**config.mk**
```make
export PLATFORM = sky130hd
export DESIGN_NAME = wave_sweep_sched
export DESIGN_NICKNAME = d
export VERILOG_FILES = /design/src/rtl/wave_sweep_sched.sv
export SDC_FILE = /design/constraint.sdc
export NUM_CORES = 1
export LEC_CHECK = 0
export BUFFER_PORTS_ARGS = -buffer_cell sky130_fd_sc_hd__buf_2
export CELL_PAD_IN_SITES_DETAIL_PLACEMENT = 1
export CELL_PAD_IN_SITES_GLOBAL_PLACEMENT = 1
export CORE_MARGIN = 4
export CORE_UTILIZATION = 43
export CTS_CLUSTER_DIAMETER = 150
export DETAILED_ROUTE_END_ITERATION = 16
export PLACE_DENSITY_LB_ADDON = 0.1
export SYNTH_ARGS = -nofsm -noshare
export SYNTH_HDL_FRONTEND = slang
export SYNTH_SLANG_ARGS = --single-unit
```
**constraint.sdc**
```tcl
create_clock -name clk -period 5.2 [get_ports clk]
set_input_delay 0.78 -clock clk [delete_from_list [all_inputs] [get_ports clk]]
set_output_delay 0.78 -clock clk [all_outputs]
set_load 0.01 [all_outputs]
```
**src/rtl/wave_sweep_sched.sv**
```systemverilog
// wave_sweep_sched: raster sweep scheduler for a periodic 2-D wave lattice.
// Issues centre and neighbour reads per site, tracks in-flight results through
// a fixed-latency delay line, writes them back to the opposite bank, and
// ping-pongs the banks between time steps.
// Optional build macro WAVE_SWEEP_SCHED_CHECK_EN: checks site_valid against the
// expected valid timing and raises a sticky err on any disagreement.
module wave_sweep_sched #(
    parameter int unsigned NX     = 16,
    parameter int unsigned NY     = 16,
    parameter int unsigned RD_LAT = 1,
    localparam int unsigned ADDR_W = $clog2(NX * NY)
) (
    input  logic              clk,
    input  logic              rst,
    input  logic              start,
    input  logic              abort,
    input  logic [15:0]       n_steps,
    input  logic              stall,
    output logic              rd_en,
    output logic              rd_bank,
    output logic [ADDR_W-1:0] rd_addr_c,
    output logic [ADDR_W-1:0] rd_addr_n,
    output logic [ADDR_W-1:0] rd_addr_s,
    output logic [ADDR_W-1:0] rd_addr_e,
    output logic [ADDR_W-1:0] rd_addr_w,
    output logic              site_enable,
    input  logic              site_valid,
    output logic              wr_en,
    output logic              wr_bank,
    output logic [ADDR_W-1:0] wr_addr,
    output logic              busy,
    output logic              done,
    output logic              aborted,
    output logic [15:0]       step_cnt,
    output logic              err
);

    localparam int unsigned XW    = $clog2(NX);
    localparam int unsigned YW    = $clog2(NY);
    localparam int          DEPTH = int'(RD_LAT) + 4;
    localparam logic [ADDR_W-1:0] LAST_CELL = ADDR_W'(NX * NY - 1);

    typedef enum logic [2:0] {
        StIdle,
        StSweep,
        StDrain,
        StSwap,
        StFinish
    } state_t;

    // One in-flight site result: where it came from and which bank it read.
    typedef struct packed {
        logic              valid;
        logic [ADDR_W-1:0] addr;
        logic              bank;
    } dl_entry_t;

    state_t            state;
    logic [ADDR_W-1:0] idx;
    logic [15:0]       n_steps_q;
    logic              abort_q;
    dl_entry_t         line [DEPTH];
    logic              pending;

    // Coordinates of the cell about to be issued and its wrapped neighbours.
    logic [XW-1:0] cur_x;
    logic [YW-1:0] cur_y;
    logic [XW-1:0] x_p;
    logic [XW-1:0] x_m;
    logic [YW-1:0] y_p;
    logic [YW-1:0] y_m;

    // Power-of-two lattice: modular wrap falls out of plain truncating arithmetic.
    always_comb begin
        cur_x = idx[XW-1:0];
        cur_y = idx[ADDR_W-1:XW];
        x_p   = cur_x + XW'(1);
        x_m   = cur_x - XW'(1);
        y_p   = cur_y + YW'(1);
        y_m   = cur_y - YW'(1);
    end

    // Anything still travelling from read issue to write-back, including the
    // issue register itself, keeps DRAIN from exiting.
    always_comb begin
        pending = rd_en;
        for (int i = 0; i < DEPTH; i++) begin
            pending = pending | line[i].valid;
        end
    end

    // Sequencer FSM with registered read-side and status outputs.
    always_ff @(posedge clk or posedge rst) begin
        if (rst) begin
            state     <= StIdle;
            idx       <= '0;
            n_steps_q <= '0;
            abort_q   <= 1'b0;
            rd_en     <= 1'b0;
            rd_bank   <= 1'b0;
            rd_addr_c <= '0;
            rd_addr_n <= '0;
            rd_addr_s <= '0;
            rd_addr_e <= '0;
            rd_addr_w <= '0;
            step_cnt  <= '0;
            done      <= 1'b0;
            aborted   <= 1'b0;
        end else begin
            rd_en   <= 1'b0;
            done    <= 1'b0;
            aborted <= 1'b0;
            unique case (state)
                StIdle: begin
                    // abort is ignored here, so start always wins a tie
                    if (start) begin
                        n_steps_q <= n_steps;
                        step_cnt  <= '0;
                        idx       <= '0;
                        abort_q   <= 1'b0;
                        state     <= (n_steps == 16'd0) ? StFinish : StSweep;
                    end
                end
                StSweep: begin
                    if (abort) begin
                        abort_q <= 1'b1;
                        state   <= StDrain;
                    end else if (!stall) begin
                        rd_en     <= 1'b1;
                        rd_addr_c <= idx;
                        rd_addr_n <= {y_m, cur_x};
                        rd_addr_s <= {y_p, cur_x};
                        rd_addr_e <= {cur_y, x_p};
                        rd_addr_w <= {cur_y, x_m};
                        idx       <= idx + ADDR_W'(1);
                        if (idx == LAST_CELL) begin
                            state <= StDrain;
                        end
                    end
                end
                StDrain: begin
                    if (abort) begin
                        abort_q <= 1'b1;
                    end
                    if (!pending) begin
                        if (abort_q || abort) begin
                            abort_q <= 1'b0;
                            aborted <= 1'b1;
                            state   <= StIdle;
                        end else begin
                            state <= StSwap;
                        end
                    end
                end
                StSwap: begin
                    // An abort landing here leaves bank and step count untouched.
                    if (abort_q || abort) begin
                        abort_q <= 1'b0;
                        aborted <= 1'b1;
                        state   <= StIdle;
                    end else begin
                        rd_bank  <= ~rd_bank;
                        step_cnt <= step_cnt + 16'd1;
                        idx      <= '0;
                        state    <= (step_cnt + 16'd1 == n_steps_q) ? StFinish : StSweep;
                    end
                end
                StFinish: begin
                    done  <= 1'b1;
                    state <= StIdle;
                end
                default: state <= StIdle;
            endcase
        end
    end

    // Free-running delay line from read issue to write-back; never stalls.
    always_ff @(posedge clk or posedge rst) begin
        if (rst) begin
            for (int i = 0; i < DEPTH; i++) begin
                line[i] <= '0;
            end
        end else begin
            line[0] <= '{valid: rd_en, addr: rd_addr_c, bank: rd_bank};
            for (int i = 1; i < DEPTH; i++) begin
                line[i] <= line[i-1];
            end
        end
    end

    assign busy    = (state != StIdle);
    assign wr_en   = line[DEPTH-1].valid;
    assign wr_addr = line[DEPTH-1].addr;
    assign wr_bank = ~line[DEPTH-1].bank;

    generate
        if (RD_LAT == 0) begin : g_se_direct
            assign site_enable = rd_en;
        end else begin : g_se_tap
            assign site_enable = line[RD_LAT-1].valid;
        end
    endgenerate

`ifdef WAVE_SWEEP_SCHED_CHECK_EN
    // Sticky flag: the site pipeline's valid must track the scheduler's tap.
    always_ff @(posedge clk or posedge rst) begin
        if (rst) begin
            err <= 1'b0;
        end else if (site_valid != line[DEPTH-1].valid) begin
            err <= 1'b1;
        end
    end
`else
    logic unused_site_valid;
    assign unused_site_valid = site_valid;
    assign err               = 1'b0;
`endif

endmodule

```
### Word-level counts from Yosys, hierarchy flattened

Index checks and enable logic that the tools add are counted.

* add/sub/neg operators: 6
* equal/unequal tests: 14
* muxes and demuxes: 31
* bitwise logic cells: 10
* reduce and logical (&&, ||, !) cells: 14

Operators by type and width (count)
* 16-bit 2-to-1 mux: 2
* 8-bit 2-to-1 mux: 4
* 16-bit one-hot mux with 2 select lines: 1
* 3-bit 2-to-1 mux: 8
* 8-bit one-hot mux with 3 select lines: 1
* 16-bit by 1-bit adder with 16-bit output, second input constant: 1
* 16-bit == test: 1
* 16-bit logical NOT: 1
* 2-bit != test, second input constant: 6
* 3-bit one-hot mux with 4 select lines: 1
* 1-bit 2-to-1 mux: 11
* 3-bit AND reduction: 3
* 4-bit by 1-bit adder with 4-bit output, second input constant: 2
* 8-bit by 1-bit adder with 8-bit output, second input constant: 1
* 8-bit == test, second input constant: 1
* 4-bit by 1-bit subtractor with 4-bit output, second input constant: 2
* 3-bit by 2-bit == test with 1-bit output, second input constant: 2
* 3-bit != test, second input constant: 2
* 3-bit nonzero test: 2
* 1-bit inverter: 5
* 1-bit OR: 5
* 5-bit AND reduction: 1
* 1-bit one-hot mux with 4 select lines: 1
* 2-bit AND reduction: 2
* 9 further kinds: 9

* flip-flop bits (word level): 138
* input port bits: 22
* output and inout bits: 73
* logic and storage cells: 104

### Longest topological paths before layout

* depth after elaboration: 7
* depth in mapped cells: 8
* gate-level depth less buffers: 7

### Worst setup path before layout

No wires, ideal clock.

* path type: register -> register
* start point: register step_cnt[0]
* end point: register state[0]
* library setup time: 134 ps
* arrival: 1933 ps
* data required time: 5066 ps
* path slack: 3133 ps
* stages on the path, launching flop included: 8
* buffers on the path: 0
* clock period less this slack: 2067 ps
* cell sequence: dfrtp_1 -> ha_1 -> nand3_2 -> nor4_2 -> xnor2_1 -> a2111oi_2 -> o2111a_2 -> o21ai_1

* word-level cells in the longest chain between the ends: 5

RTL lines
* start, declared: line 34 `output logic [15:0] step_cnt,`
* start signal, assigned: line 163 `step_cnt <= step_cnt + 16'd1;`
* 16-bit by 1-bit adder with 16-bit output: line 165 `state <= (step_cnt + 16'd1 == n_steps_q) ? StFinish : StSweep;`
* 16-bit == test: line 165
* 3-bit 2-to-1 mux: line 165
* 3-bit 2-to-1 mux: line 157 `if (abort_q || abort) begin`
* 3-bit one-hot mux with 4 select lines: line 113 `unique case (state)`
* end signal, assigned: line 160 `state <= StIdle;`
* end signal, assigned: line 165
* end signal, assigned: line 170 `state <= StIdle;`
* end, declared: line 58 `state_t state;`

No other way between the ends.
A chain may end at the register's enable or synchronous reset.

### Final worst setup path

* start point: input port abort
* end point: register step_cnt[10]

* word-level cells in the longest chain between the ends: 3

RTL lines
* start, declared: line 16 `input logic abort,`
* 1-bit logical OR: line 157
* 2-bit != test (no line)
* 3-bit AND reduction (no line)

No other way between the ends.

==> flow_summary.json <==
{
  "die_h_um": 117,
  "dr.pass1.iters": 4,
  "htreeDepth": 4,
  "avgSynthCellArea_um2": 10.3,
  "diodes": 0,
  "power.leakage_uw": 0.00302,
  "fin_util": 0.526,
  "mostFrequentLayoutCell": "dfrtp_1",
  "skew_ns": 0.00794,
  "post_cts_resized": 0,
  "period_share": 0.500,
  "crit_chain": "buf_2 > nor2_1 > nand3_1 > nand2_1 > o21ai_0 > nand2_1 > o21ai_0",
  "synth.distinct_cells": 50,
  "syn-num-nets": 526,
  "routed_wl_um": 12500,
  "required_ns": 5.48,
  "worst-path-buf-inv": 1,
  "synth-seq-area-share": 0.584,
  "initial_core_util": 0.445,
  "cpMaxStageDelayCell": "nand3_1",
  "drv_slew": 0,
  "cts.clk_slew.worst_paths_ns": 0.06,
  "antenna_left": 0,
  "fin_setup_tns_ns": 0,
  "rrSetupSlack_ns": 2.70,
  "die_w_um": 117,
  "powerDensity_nw_per_um2": 518,
  "setup_viol": 0,
  "drive_above_1_share": 0.228,
  "holdCritPathClass": "reg -> reg",
  "status": "finished, final reports clean",
  "mostFrequentLayoutCells": "dfrtp_1 (120), nand2_1 (107), buf_2 (92)",
  "antenna_found_initial": 0,
  "post-dp-hpwl_um": 8520,
  "cts_num_sinks": 120,
  "first_global_vias": 4111,
  "portBuffers": 92,
  "fin_nets": 589,
  "n_fill_cell": 1310,
  "layout.cells.non_filler": 718,
  "syn_inst": 499,
  "dr.first_iter.drc_count": 124,
  "gp_congestion": 0.850,
  "cp_top_family": "simple AND/OR/NAND/NOR gates",
  "cp_max_fo": 23,
  "rsz0062_at_grt": "false",
  "period_needed_ns": 2.60,
  "cts_buffers": 17,
  "rows": 39,
  "core-area_um2": 11600,
  "peakVddDrop_v": 0.000251,
  "async_flop_share": 1.00,
  "maxSlewHeadroom": 0.340,
  "synth_area_um2": 5140,
  "dp.cells": 686,
  "synth_warnings": 0,
  "crit_path_end_kind": "flop",
  "syn2layout_area_growth_pct": 18.3,
  "grt_usage": 0.194,
  "remaining_drc_errors": 0,
  "hold_viol_final": 0,
  "tritoncts": "done",
  "ctsRootBufferMaster": "clkbuf_16",
  "max_freq_mhz": 385,
  "io_pins": 95,
  "worstSkewPairLatency_ns": 0.41,
  "worstPathArrival_ns": 2.88,
  "worst-slew-pin-transition_ns": 0.990,
  "drv_cap": 0,
  "holdWs_ns": 0.342,
  "viasPerCell": 5.28,
  "cts_setup_buffers": 0,
  "post_drt_wl_per_cell_um": 17.4,
  "synth-edff-count": 0,
  "grt_pass1_wl_um": 21400,
  "ys.flop_type": "dfrtp_1",
  "worstSetupPathType": "in -> reg",
  "yosys_register_bits": 120,
  "num_vias": 3794,
  "dieArea_um2": 13800,
  "cpPeakStageDelay_ns": 0.76,
  "clk_path_buf_depth": 2,
  "cts_hold_buffers": 0,
  "grt_overflow_total": 0,
  "start_kind": "input port",
  "grt_max_degree": 82
}
[sequential cells by signal, indices dropped and copies added (netlist names)]
signal	count
site_enable	1
step_cnt	16
wr_addr	8
rd_addr_n	4
idx	8
rd_addr_w	3
state	3
done	1
rd_addr_c	8
rd_addr_s	3
wr_en	1
rd_bank	1
rd_en	1
line	40
aborted	1
n_steps_q	16
abort_q	1
rd_addr_e	4
[path summary, 6_finish.rpt]
kind | from | end | cells past startpoint
max | abort | step_cnt[10]$_DFFE_PP0P_ | 7
min | line[12]$_DFF_PP0_ | wr_addr[1]$_DFF_PP0_ | 0
max reg2reg | abort_q$_DFFE_PP0P_ | step_cnt[10]$_DFFE_PP0P_ | 6
min reg2reg | line[12]$_DFF_PP0_ | wr_addr[1]$_DFF_PP0_ | 0
max in group asynchronous | rst | line[43]$_DFF_PP0_ | 3
min in group asynchronous | rst | wr_addr[4]$_DFF_PP0_ | 2
[report_power, final]
group          switching, uW  internal, uW
clock network            402           762
logic                    416           284
registers                151          1140
[synth_stat cells (2+ instances only)]
| cell | instances | area [um2] |
|---|---|---|
| a211oi_1 | 2 | 15.0 |
| a21boi_0 | 2 | 15.0 |
| a21oi_1 | 7 | 35.0 |
| a31oi_1 | 4 | 25.0 |
| and2_1 | 4 | 25.0 |
| and3_1 | 3 | 18.8 |
| and4_1 | 2 | 17.5 |
| buf_2 | 6 | 30.0 |
| buf_4 | 27 | 203 |
| clkbuf_1 | 16 | 60.1 |
| dfrtp_1 | 120 | 3000 |
| ha_1 | 5 | 62.6 |
| inv_1 | 13 | 48.8 |
| nand2_1 | 107 | 402 |
| nand2b_1 | 2 | 12.5 |
| nand3_1 | 10 | 50.1 |
| nand3_2 | 2 | 20.0 |
| nand3b_1 | 2 | 15.0 |
| nand4_1 | 6 | 37.5 |
| nand4_2 | 2 | 25.0 |
| nor2_1 | 28 | 105 |
| nor2b_1 | 2 | 12.5 |
| nor3_1 | 6 | 30.0 |
| nor4_1 | 10 | 62.6 |
| nor4b_1 | 2 | 17.5 |
| o21ai_0 | 28 | 140 |
| o21ai_1 | 13 | 65.1 |
| o31ai_1 | 10 | 75.1 |
| o41ai_1 | 3 | 26.3 |
| or2_1 | 2 | 12.5 |
| xnor2_1 | 31 | 272 |
| xor2_1 | 4 | 35.0 |
[metal layers]
metal  global-route usage  routed length (um)  vias up
met2                0.335                6500       72
li1                     -                   -     1780
met4               0.0836                 280        0
met1                0.225                5200     1917
met3               0.0573                 489       25
met5                    0                   0        -
[cell type report]
class,instances,area [um2],share of cell area
Clock buffer,23,458,0.0753
Clock inverter,9,124,0.0204
Inverter,14,55.1,0.00905
Multi-Input combinational cell,315,1790,0.294
Sequential cell,120,3000,0.494
Tap cell,143,179,0.0294
Timing Repair Buffer,94,475,0.0782
[logic make-up (layout without fill, tap and decap cells)]
group / Yosys count / in the layout / synth area share
AO/OA/AOI/OAI: 78 / 78 / 0.0969
XOR/XNOR: 35 / 35 / 0.0596
adder cells (fa/ha/maj): 5 / 5 / 0.0122
buffers and inverters: 64 / 140 / 0.0679
flip-flops: 120 / 120 / 0.584
multiplexers: 1 / 1 / 0.00195
other: 1 / 1 / 0.000729
AND/OR/NAND/NOR: 195 / 195 / 0.177
[stage by stage]
step	power, uW	instance area, um2	setup WS [ns]
finish	3150	6080	2.60
global route	3350	6080	2.42
CTS	3200	6080	2.61
detailed placement	2010	5500	2.15
global placement	1980	5500	2.21
floorplan	1790	5140	1.23
[worst register-to-register path, delay by kind of cell, from the launching register on]
kind	cells	cell delay (ns)
DFF	1	0.40
AOI/OAI and AO/OA	2	0.23
and+or+nand+nor	4	1.73
Note: power is estimated with default switching activity, not from simulation.
